<file path="config.mk">
export PLATFORM = sky130hd
export DESIGN_NAME = crp16_mem_arbiter
export DESIGN_NICKNAME = d
export VERILOG_FILES = /design/src/rtl/crp16_mem_arbiter.sv
export SDC_FILE = /design/constraint.sdc
export NUM_CORES = 1
export LEC_CHECK = 0
export ABC_AREA = 1
export CAP_MARGIN = 25
export CORE_ASPECT_RATIO = 0.8
export CORE_MARGIN = 2
export CORE_UTILIZATION = 46
export DETAILED_ROUTE_END_ITERATION = 8
export PLACE_DENSITY = 0.91
export SLEW_MARGIN = 0
export SYNTH_ARGS = -nofsm -noshare
export SYNTH_HDL_FRONTEND = slang
export SYNTH_SLANG_ARGS = --single-unit
</file>
<file path="constraint.sdc">
create_clock -name clock -period 4.8 [get_ports clock]
set_input_delay 0.96 -clock clock [delete_from_list [all_inputs] [get_ports clock]]
set_output_delay 0.96 -clock clock [all_outputs]
set_load 0.1 [all_outputs]
</file>
<file path="src/rtl/crp16_mem_arbiter.sv">
`default_nettype none
// ============================================================================
// Module  : crp16_mem_arbiter
// Brief   : Shares one single-port synchronous memory between the CRP16 fetch
//           port and the load/store port. Each access runs ISSUE/WAIT/RESPOND.
//           Define CRP16_MEM_ARB_RR_EN for round-robin tie-breaking
//           (default: data port wins every tie).
// Revision: 1.0  initial release
// ============================================================================
module crp16_mem_arbiter #(
    parameter int ADDR_W      = 16,
    parameter int DATA_W      = 16,
    parameter int MEM_LATENCY = 1
) (
    input  logic              clock,
    input  logic              reset_n,
    input  logic              i_req,
    input  logic [ADDR_W-1:0] i_addr,
    output logic              i_ack,
    output logic [DATA_W-1:0] i_rdata,
    input  logic              d_req,
    input  logic              d_we,
    input  logic [ADDR_W-1:0] d_addr,
    input  logic [DATA_W-1:0] d_wdata,
    output logic              d_ack,
    output logic [DATA_W-1:0] d_rdata,
    output logic              mem_en,
    output logic              mem_we,
    output logic [ADDR_W-1:0] mem_addr,
    output logic [DATA_W-1:0] mem_wdata,
    input  logic [DATA_W-1:0] mem_rdata,
    output logic              busy
);

    generate
        if (MEM_LATENCY < 1 || MEM_LATENCY > 4) begin : g_bad_latency
            $error("crp16_mem_arbiter: MEM_LATENCY must be 1..4");
        end
    endgenerate

    typedef enum logic [1:0] {
        S_IDLE   = 2'd0,
        S_ACCESS = 2'd1,
        S_WAIT   = 2'd2,
        S_RESP   = 2'd3
    } state_t;

    localparam logic [1:0] c_WAIT_INIT = 2'(MEM_LATENCY - 1);

    state_t     r_state;
    state_t     w_next_state;
    logic [1:0] r_cnt;
    logic       r_owner_d;
    logic       r_we;
    logic       w_grant_d;

`ifdef CRP16_MEM_ARB_RR_EN
    logic       r_last_d;

    // Last-grant starts at DATA so the first tie after reset goes to fetch.
    always_ff @(posedge clock or negedge reset_n) begin
        if (!reset_n) begin
            r_last_d <= 1'b1;
        end else if (r_state == S_IDLE && w_next_state == S_ACCESS) begin
            r_last_d <= w_grant_d;
        end
    end
`endif

    always_comb begin
        w_grant_d = d_req;
`ifdef CRP16_MEM_ARB_RR_EN
        if (i_req && d_req) begin
            w_grant_d = ~r_last_d;
        end
`endif
    end

    always_ff @(posedge clock or negedge reset_n) begin
        if (!reset_n) begin
            r_state <= S_IDLE;
        end else begin
            r_state <= w_next_state;
        end
    end

    always_comb begin
        w_next_state = r_state;
        case (r_state)
            S_IDLE:   if (i_req || d_req) w_next_state = S_ACCESS;
            S_ACCESS: w_next_state = S_WAIT;
            S_WAIT:   if (r_cnt == 2'd0) w_next_state = S_RESP;
            S_RESP:   w_next_state = S_IDLE;
            default:  w_next_state = S_IDLE;
        endcase
    end

    // Outputs are computed one cycle ahead so each is a plain flop.
    always_ff @(posedge clock or negedge reset_n) begin
        if (!reset_n) begin
            r_cnt     <= 2'd0;
            r_owner_d <= 1'b0;
            r_we      <= 1'b0;
            mem_en    <= 1'b0;
            mem_we    <= 1'b0;
            mem_addr  <= '0;
            mem_wdata <= '0;
            i_ack     <= 1'b0;
            d_ack     <= 1'b0;
            i_rdata   <= '0;
            d_rdata   <= '0;
            busy      <= 1'b0;
        end else begin
            mem_en <= 1'b0;
            mem_we <= 1'b0;
            i_ack  <= 1'b0;
            d_ack  <= 1'b0;
            busy   <= (w_next_state != S_IDLE);
            case (r_state)
                S_IDLE: begin
                    if (w_next_state == S_ACCESS) begin
                        r_owner_d <= w_grant_d;
                        r_we      <= w_grant_d & d_we;
                        mem_en    <= 1'b1;
                        mem_we    <= w_grant_d & d_we;
                        mem_addr  <= w_grant_d ? d_addr : i_addr;
                        if (w_grant_d) begin
                            mem_wdata <= d_wdata;
                        end
                    end
                end
                S_ACCESS: r_cnt <= c_WAIT_INIT;
                S_WAIT: begin
                    if (r_cnt != 2'd0) begin
                        r_cnt <= r_cnt - 2'd1;
                    end else begin
                        if (!r_we && r_owner_d)  d_rdata <= mem_rdata;
                        if (!r_we && !r_owner_d) i_rdata <= mem_rdata;
                        d_ack <= r_owner_d;
                        i_ack <= ~r_owner_d;
                    end
                end
                default: ;
            endcase
        end
    end

endmodule
`default_nettype wire

</file>
== After elaboration in Yosys (flattened, before gate mapping) ==
Index checks and enable logic that the tools add are counted.

* Bits of input ports: 69
* Bits in registers: 75
* Output and inout port bits: 69

* $add $sub $neg: 1
* Muxes and demuxes: 14
* Eq/ne operators: 5
* Bitwise logic cells: 3
* Reduce and logical (&&, ||, !) cells: 15

{| class="wikitable"
|+ Operators by type and width
! kind !! number
|-
| $mux 16 || 1
|-
| $reduce_and 3->1 || 3
|-
| $mux 1 || 8
|-
| $pmux 2 s4 || 1
|-
| $mux 2 || 3
|-
| $reduce_bool 2->1 || 3
|-
| $eq 2x1->1 const B || 2
|-
| $eq 2x2->1 const B || 2
|-
| $logic_not 2->1 || 2
|-
| $pmux 2 s2 || 1
|-
| $reduce_and 2->1 || 2
|-
| $logic_and 1x1->1 || 2
|-
| $logic_not 1->1 || 2
|-
| $ne 2x2->1 const B || 1
|-
| $not 1->1 || 2
|-
| $sub 2x1->2 const B || 1
|-
| $and 1x1->1 || 1
|-
| $logic_or 1x1->1 || 1
|}

== Longest topological paths before layout ==
Gate-level depths: netlist of the first run.

* Depth after elaboration: 6
* Depth in mapped cells: 8
* Depth with buffers taken out: 7

== Worst setup path before layout of the first run ==
Ideal clock, no wire load.

* Kind: register to output
* Start point: reg d_rdata[0]
* End point: out d_rdata[0]
* Data required time: 3.840 ns
* Path slack: 2.942 ns
* Data arrival time: 0.898 ns
* Cell stages (with the launch flop): 1
* Cell sequence: dfrtp_1

{| class="wikitable"
|+ RTL lines
! element !! line !! source
|-
| start: declaration || 26 || <nowiki>output logic [DATA_W-1:0] d_rdata,</nowiki>
|-
| start signal: assignment || 137 || <nowiki>if (!r_we && r_owner_d) d_rdata <= mem_rdata;</nowiki>
|}

No word-level cell between the ends.

== Final worst setup path of the first run ==
* Start point: reg mem_addr[15]
* End point: out mem_addr[15]

{| class="wikitable"
|+ RTL lines
! element !! line !! source
|-
| start: declaration || 29 || <nowiki>output logic [ADDR_W-1:0] mem_addr,</nowiki>
|-
| start signal: assignment || 126 || <nowiki>mem_addr <= w_grant_d ? d_addr : i_addr;</nowiki>
|}

No word-level cell between the ends.

==> flow_metrics.tcl, run 1 <==
set metrics [dict create \
    worstHoldStart "i_rdata[10]" \
    crit_slowest_cell "clkdlybuf4s50_1" \
    synthDistinctLibCells 18 \
    ctsRootBufferMaster "clkbuf_8" \
    worst_pin_slew_ns 1.02 \
    synth_area_leader_cell "dfrtp_1" \
    final_layout_size_suffix_gt1_share_pct 5.50 \
    yosys-top-cells-area "dfrtp_1 (58%), nand2_1 (22%), nand3_1 (10%), buf_2 (1.7%), ha_1 (1.5%)" \
    cp-end-kind "output port" \
    num_io_pins 138 \
    finalSetupViolCount 0 \
    vias_per_cell 4.99 \
    cp.depth 1 \
    slew_headroom_pct 32.0 \
    antenna_found_initial 0 \
    drtAntennaViolNets 0 \
    rows 27 \
    clockBufferDepth 2 \
    drc 0 \
    synth-compound-area-share_pct 0.464 \
    die_area_um2 7730 \
    hold_path_class "reg -> reg" \
    r2r_start "r_state[0]" \
    drv_slew 0 \
    placedCellCount 581 \
    cts_sinks 75 \
    synthMuxAreaShare_pct 0 \
    regArea_um2 1880 \
    fin_nets 578 \
    cts_buffers 9 \
    track_usage_pct 22.7 \
    fin_cells 596 \
    ys_seq_area_share_pct 58.0 \
    cts_tree "built" \
    synth_adder_area_share_pct 1.55 \
    dr_total_vias 2975 \
    reg2reg_depth 6 \
    grt_pass1_vias 2999 \
    grt_setup_unrepaired "no" \
    initial_core_util_pct 47.2 \
    grt_start_max_net_pins 76 \
    dieHeight_um 79.0 \
    drtIter0Drc 135 \
    first_pass_iters 4 \
    cts.clk_slew.worst_paths_ns 0.08 \
    synth_top_area_share_pct 58.0 \
    synth.most_common_cell "nand2_1" \
    yosys_most_used_dff "dfrtp_1" \
    clock_latency_ns 0.34 \
    min_to "i_rdata[10]" \
    fp.dieW_um 97.8 \
    netlist_area_um2 3240 \
    syn-num-nets 447 \
    grt_pass1_wl_um 13900 \
    fmax_ghz 0.354 \
    synth-async-reset-ratio_pct 100 \
    gp_congestion 0.806 \
    required_ns 3.84 \
    n_fill_cell 523 \
    hold_buffers 0 \
    crit_type "reg -> out" \
    utilization_pct 70.1 \
    min_path_cells 2 \
    reg2reg_to "mem_wdata[5]" \
    final_hold_viol_count 0 \
    htree_levels 3 \
    yosys.area_share.simple_pct 35.4 \
    rrSetupSlack_ns 2.53 \
    ys_seq_elements 75 \
    synth_edf_count 0 \
    status "finished, final reports clean" \
    synth_xor_area_share_pct 0 \
    wl_um 8610 \
    syn_to_final_growth_pct 48.5 \
    fin_tns_setup_ns 0 \
    path_cells "clkdlybuf4s50_1" \
    period_minus_slack_ns 2.83 \
    final.period_utilization_pct 58.9 \
    core_um2 6860 \
    io_buffers 137 \
    antenna_cells 0 \
    synth_top_family_by_area "simple AND/OR/NAND/NOR gates" \
    cp_max_fo 2 \
    avgSynthCellArea_um2 8.66 \
    wl_per_cell_um 14.5 \
    startpoint_type "flip-flop" \
    grt_overflow_total 0 \
    post_cts_buffers 0 \
    netlist_instances 374 \
    crit_buf_inv 1 \
    cts_resized 0 \
    maxCapViolCount 0 \
    dp_hpwl_um 6100 \
    multiInputGateArea_um2 1210 \
    crit_family "buffers and inverters" \
    yosys_warnings 0 \
    crit_arrival_ns 1.87 \
    skew_ns 0.0121 \
    synth_common_cells "nand2_1 (186), dfrtp_1 (75), nand3_1 (66)" \
    cpPeakStageDelay_ns 1.16 \
]
[sequential cells by signal, indices dropped and copies added (netlist names)]
name / count
d_rdata: 16
i_rdata: 16
mem_addr: 16
mem_wdata: 16
r_cnt: 2
r_state: 2
busy: 1
d_ack: 1
i_ack: 1
mem_en: 1
mem_we: 1
r_owner_d: 1
r_we: 1
[per-layer routing]
metal | up-vias | part of all wire [%] | global-route usage (%)
li1 | 1438 | - | -
met1 | 1401 | 41 | 27.1
met2 | 119 | 50 | 39.4
met3 | 17 | 6.5 | 7.31
met4 | 0 | 2.0 | 7.08
met5 | - | 0 | 0
[worst register-to-register path, stage by stage, from the launching register on]
cell	delay, ns
dfrtp_1	0.39
inv_1	0.17
ha_1	0.31
nor2_4	0.66
nand2_2	0.41
nand2_1	0.16
nand2_1	0.06
[layout make-up]
cell class	count	area share, %
repair buffers	138	28.6
flip-flops and latches	75	39.0
clock inverters	5	1.12
clock buffers	10	2.86
well taps	87	2.26
multi-input cells	270	25.2
inverters	11	0.859
[placed cells by master (no fill, tap or decap), types with 2 or more instances in the layout]
master             n
buf_4              2
clkbuf_8          10
clkdlybuf4s50_1  136
clkinv_2           3
dfrtp_1           75
ha_1               4
inv_1              9
nand2_1          186
nand2_2            2
nand2_4            4
nand3_1           66
nor2_4             3
o21ai_0            3
[how the worst max path moves through the flow]
stage	start	endpoint	slack [ns]
6_report	mem_addr[15]	mem_addr[15]	1.97
2_1_floorplan	d_rdata[0]	d_rdata[0]	2.94
5_1_grt	mem_addr[15]	mem_addr[15]	1.91
3_3_place_gp	d_req	r_owner_d	2.31
4_1_cts	d_rdata[13]	d_rdata[13]	1.96
3_5_place_dp	d_req	mem_addr[15]	2.24
[stage by stage]
| step | setup WS [ns] | hold WS, ns | cell area, um2 |
|---|---|---|---|
| 3_5_place_dp | 2.24 | 0.457 | 4620 |
| 5_1_grt | 1.91 | 0.497 | 4810 |
| 3_3_place_gp | 2.31 | 0.452 | 4620 |
| 4_1_cts | 1.96 | 0.476 | 4810 |
| 2_1_floorplan | 2.94 | 0.450 | 3240 |
| 6_report | 1.97 | 0.472 | 4810 |
[cells by family (layout without fill, tap and decap cells)]
logic type,Yosys count,count (layout)
compound gates,3,3
simple gates,263,263
flops,75,75
buf+inv,29,164
fa+ha+maj,4,4
Power of run 1 is left out: the tool's default activity adds up to more than one toggle a clock period on the data nets, which glitch-free logic cannot reach.
==> inputs of run 2 (changes only) <==
CORE_UTILIZATION = 38   (was 46)
PLACE_DENSITY = 0.81   (was 0.91)
clock period = 2.4 ns   (was 4.8 ns; I/O delays follow)
==> run 2 against run 1 <==
- worst hold slack lost 0.44 ns
- sequential cell count is the same
- first-iteration DRC count shrank 4.4%
- cell count grew 5.0%
- final area increased by 0.55%
- register-to-register slack got worse by 2.0 ns
- die area is 20% higher
- non-clock buffer count increased by 4
- sequential share of layout area down 0.21 points
- clock skew fell by 0.0056 ns
- clock-buffer cell count did not move
==> flow_metrics.tcl, run 2 (same netlist as run 1, synthesis figures left out) <==
set metrics [dict create \
    finalSetupViolCount 0 \
    stdcell_area_um2 4830 \
    cts_sinks 75 \
    fin_nets 582 \
    period_minus_slack_ns 1.89 \
    grt_start_max_net_pins 54 \
    cts.clk_slew.worst_paths_ns 0.08 \
    crit_type "reg -> reg" \
    wl_per_cell_um 13.1 \
    hold_buffers 0 \
    crit_top_cell "nand2_1" \
    grt_setup_unrepaired "no" \
    slew_headroom_pct 68.2 \
    clock_latency_ns 0.34 \
    cp-end-kind "flip-flop" \
    final_layout_size_suffix_gt1_share_pct 19.8 \
    core_um2 8370 \
    gp_congestion 0.799 \
    reg2reg_depth 6 \
    dpl_cell_area_um2 4510 \
    skew_ns 0.00646 \
    cts_buffers 9 \
    initial_core_util_pct 38.7 \
    fmax_ghz 0.528 \
    startpoint_type "flip-flop" \
    rows 30 \
    n_fill_cell 729 \
    drtIter0Drc 129 \
    dp_hpwl_um 5850 \
    grt_overflow_total 0 \
    maxCapViolCount 0 \
    rrSetupSlack_ns 0.51 \
    io_buffers 137 \
    hold_path_class "in -> async" \
    clockBufferDepth 2 \
    worst_pin_slew_ns 0.477 \
    cp_max_fo 17 \
    post_cts_buffers 0 \
    track_usage_pct 18.4 \
    final_common_cell "nand2_1" \
    crit_arrival_ns 2.12 \
    num_io_pins 138 \
    first_pass_iters 4 \
    fp.dieW_um 107 \
    drtAntennaViolNets 0 \
    cts_resized 0 \
    antenna_found_initial 0 \
    cpPeakStageDelay_ns 0.40 \
    required_ns 2.63 \
    dr_total_vias 2894 \
    dieHeight_um 86.6 \
    wl_um 8230 \
    cts_tree "built" \
    status "finished, final reports clean" \
    final_hold_viol_count 0 \
    die_area_um2 9280 \
    final.period_utilization_pct 78.9 \
    grt_pass1_vias 2761 \
    antenna_cells 0 \
    syn_to_final_growth_pct 49.3 \
    final_cell_mix "nand2_1 (186), dfrtp_1 (75), buf_4 (73)" \
    drv_slew 0 \
    r2r_start "r_state[0]" \
    path_cells "inv_1 > ha_1 > nor2_4 > nand2_2 > nand2_1 > nand2_1" \
    htree_levels 3 \
    crit_slowest_cell "dfrtp_1" \
    fin_tns_setup_ns 0 \
    drc 0 \
    reg2reg_to "mem_wdata[12]" \
    vias_per_cell 4.62 \
    ctsRootBufferMaster "clkbuf_8" \
    grt_pass1_wl_um 13300 \
]
run 2: cell types whose count changed in the layout (fill, tap and decap cells not counted):
cell,delta
buf_12,+1
buf_16,+1
buf_4,+71
bufinv_16,+4
clkdlybuf4s50_1,-69
clkinv_2,-3
clkinv_4,-1
inv_6,+1
run 2: how the worst max path moves through the flow:
stage	start	end	cells after the start
floorplan	r_state[0]	mem_wdata[10]	7
global placement	d_req	mem_wdata[11]	5
detailed placement	d_req	mem_wdata[14]	5
CTS	r_we	d_rdata[8]	4
global route	r_state[0]	mem_wdata[1]	6
finish	r_state[0]	mem_wdata[12]	6
run 2: stage by stage:
step	util (%)	std cells	hold slack (ns)	setup slack [ns]
finish	57.7	626	0.0286	0.506
global route	57.7	626	0.0268	0.317
CTS	57.4	625	0.0150	0.442
detailed placement	53.9	609	0.394	0.406
global placement	53.9	609	0.386	0.476
floorplan	-	374	0.184	0.877
run 2: cell type report:
type | instances | area (um2) | share of cell area (%)
clock buffers | 10 | 138 | 2.85
clock inverters | 6 | 159 | 3.29
inverters | 11 | 41.3 | 0.854
multi-input cells | 270 | 1210 | 25.1
flip-flops and latches | 75 | 1880 | 38.8
well taps | 112 | 140 | 2.90
repair buffers | 142 | 1270 | 26.2
run 2: layer usage:
metal  vias to the layer above  GRT usage [%]  wire, um
li1                       1447              -         -
met1                      1334           24.2      3460
met2                       105           28.5      4050
met3                         8           6.84       629
met4                         0           5.43        92
met5                         -              0         0
run 2: worst max-delay path, delay by kind of cell, from the launching register on:
family	cells	cell delay [ns]
buffers and inverters	1	0.16
adders and majority gates	1	0.31
and+or+nand+nor	4	0.91
DFF	1	0.40
Power of run 2 is left out for the same reason.
==> inputs of run 3 (changes only) <==
CORE_UTILIZATION = 42   (was 38)
PLACE_DENSITY = 0.84   (was 0.81)
clock period = 2 ns   (was 2.4 ns; I/O delays follow)
==> run 3 against run 2 <==
- first-iteration DRC count is 26% lower
- non-clock buffer count increased by 3
- core utilization grew 6.3 points
- die area shrank 9.1%
- worst hold slack better by 0.012 ns
- highest routed layer unchanged
- sequential cell count did not move
- via count grew 1.4%
- critical path type unchanged
- cell count is 0.64% lower
- critical path depth stayed put
- global-route usage increased by 2.3 points
- final area decreased by 1.7%
==> flow_metrics.tcl, run 3 (same netlist as run 1, synthesis figures left out) <==
set metrics [dict create \
    status "finished, final reports clean" \
    cp-startpoint "r_state[0]" \
    cpPeakStageDelay_ns 0.38 \
    cts_tree "built" \
    initial_core_util_pct 43.6 \
    crit_type "reg -> reg" \
    cp-end-kind "flip-flop" \
    post_cts_buffers 0 \
    drtIter0Drc 95 \
    dr_total_vias 2934 \
    final_layout_size_suffix_gt1_share_pct 20.3 \
    grt_setup_unrepaired "no" \
    drtAntennaViolNets 0 \
    period_minus_slack_ns 1.75 \
    required_ns 2.23 \
    num_io_pins 138 \
    hold_path_class "in -> async" \
    fmax_ghz 0.570 \
    clockBufferDepth 2 \
    cts_buffers 9 \
    cp_max_fo 17 \
    r2r_start "r_state[0]" \
    fin_nets 585 \
    rrSetupSlack_ns 0.25 \
    finalSetupViolCount 0 \
    slew_headroom_pct 63.4 \
    io_buffers 137 \
    skew_ns 0.0102 \
    final_common_cell "nand2_1" \
    crit_arrival_ns 1.99 \
    grt_overflow_total 0 \
    core_um2 7430 \
    grt_start_max_net_pins 76 \
    utilization_pct 64.0 \
    clock_latency_ns 0.34 \
    cts_resized 0 \
    final_hold_viol_count 0 \
    grt_pass1_vias 2879 \
    cts.clk_slew.worst_paths_ns 0.08 \
    wl_per_cell_um 13.4 \
    syn_to_final_growth_pct 46.8 \
    die_area_um2 8430 \
    dp_hpwl_um 6160 \
    drc 0 \
    wl_um 8320 \
    crit_top_cell "nand2_1" \
    dieHeight_um 82.5 \
    final_cell_mix "nand2_1 (186), buf_4 (77), dfrtp_1 (75)" \
    fin_tns_setup_ns 0 \
    cts_sinks 75 \
    n_fill_cell 640 \
    hold_buffers 0 \
    grt_pass1_wl_um 13300 \
    ctsRootBufferMaster "clkbuf_8" \
    final.period_utilization_pct 87.7 \
    track_usage_pct 20.6 \
    crit_slowest_cell "dfrtp_1" \
    maxCapViolCount 0 \
    vias_per_cell 4.72 \
    antenna_found_initial 0 \
    worst_pin_slew_ns 0.546 \
    drv_slew 0 \
    startpoint_type "flip-flop" \
    first_pass_iters 4 \
    antenna_cells 0 \
    fp.dieW_um 102 \
    gp_congestion 0.840 \
    rows 28 \
    htree_levels 3 \
    path_cells "inv_1 > ha_1 > nor2_4 > nand2_2 > nand2_1 > nand2_1" \
]
-- run 3: cell types whose count changed in the layout (fill, tap and decap cells not counted), sizes merged --
| cell | change |
|---|---|
| clkinv | +2 |
| clkbuf | -1 |
| inv | +1 |
| clkinvlp | +1 |
| buf | +3 |
| bufinv | -3 |
-- run 3: final timing paths --
check / depth (start not counted) / endpoint
min in group clock: 2 / mem_wdata[5]
max: 6 / mem_wdata[0]
max in group asynchronous: 2 / d_ack
max reg2reg: 6 / mem_wdata[0]
min: 2 / mem_addr[0]
min reg2reg: 2 / mem_wdata[5]
-- run 3: per-stage QoR --
step           setup slack [ns]  instances  instance area (um2)  hold slack, ns
2_1_floorplan             0.477        374                 3240           0.104
5_1_grt                   0.106        622                 4750          0.0722
3_5_place_dp              0.245        606                 4530           0.440
4_1_cts                   0.241        622                 4750          0.0650
3_3_place_gp              0.305        606                 4530           0.436
6_report                  0.245        622                 4750          0.0411
-- run 3: final cells by class --
type / count / area [um2] / area share [%]
sequential: 75 / 1880 / 39.5
inverter: 11 / 41.3 / 0.869
tap: 105 / 131 / 2.76
multi-input combinational: 270 / 1210 / 25.5
clock buffer: 9 / 124 / 2.61
clock inverter: 7 / 98.8 / 2.08
timing repair buffer: 145 / 1270 / 26.7
-- run 3: critical path, delay by kind of cell (launching register included) --
family | cells | cell delay [ns]
adder cells (fa/ha/maj) | 1 | 0.31
buffers and inverters | 1 | 0.16
flip-flops | 1 | 0.38
AND/OR/NAND/NOR | 4 | 0.79
-- run 3: per-layer routing --
| metal | track usage, % | up-vias | part of all wire [%] |
|---|---|---|---|
| met5 | 0 | - | 0 |
| met4 | 8.27 | 0 | 2.2 |
| met3 | 5.72 | 15 | 7.2 |
| met2 | 35.1 | 108 | 48 |
| met1 | 25.1 | 1359 | 42 |
| li1 | - | 1452 | - |
Power of run 3 is left out for the same reason.
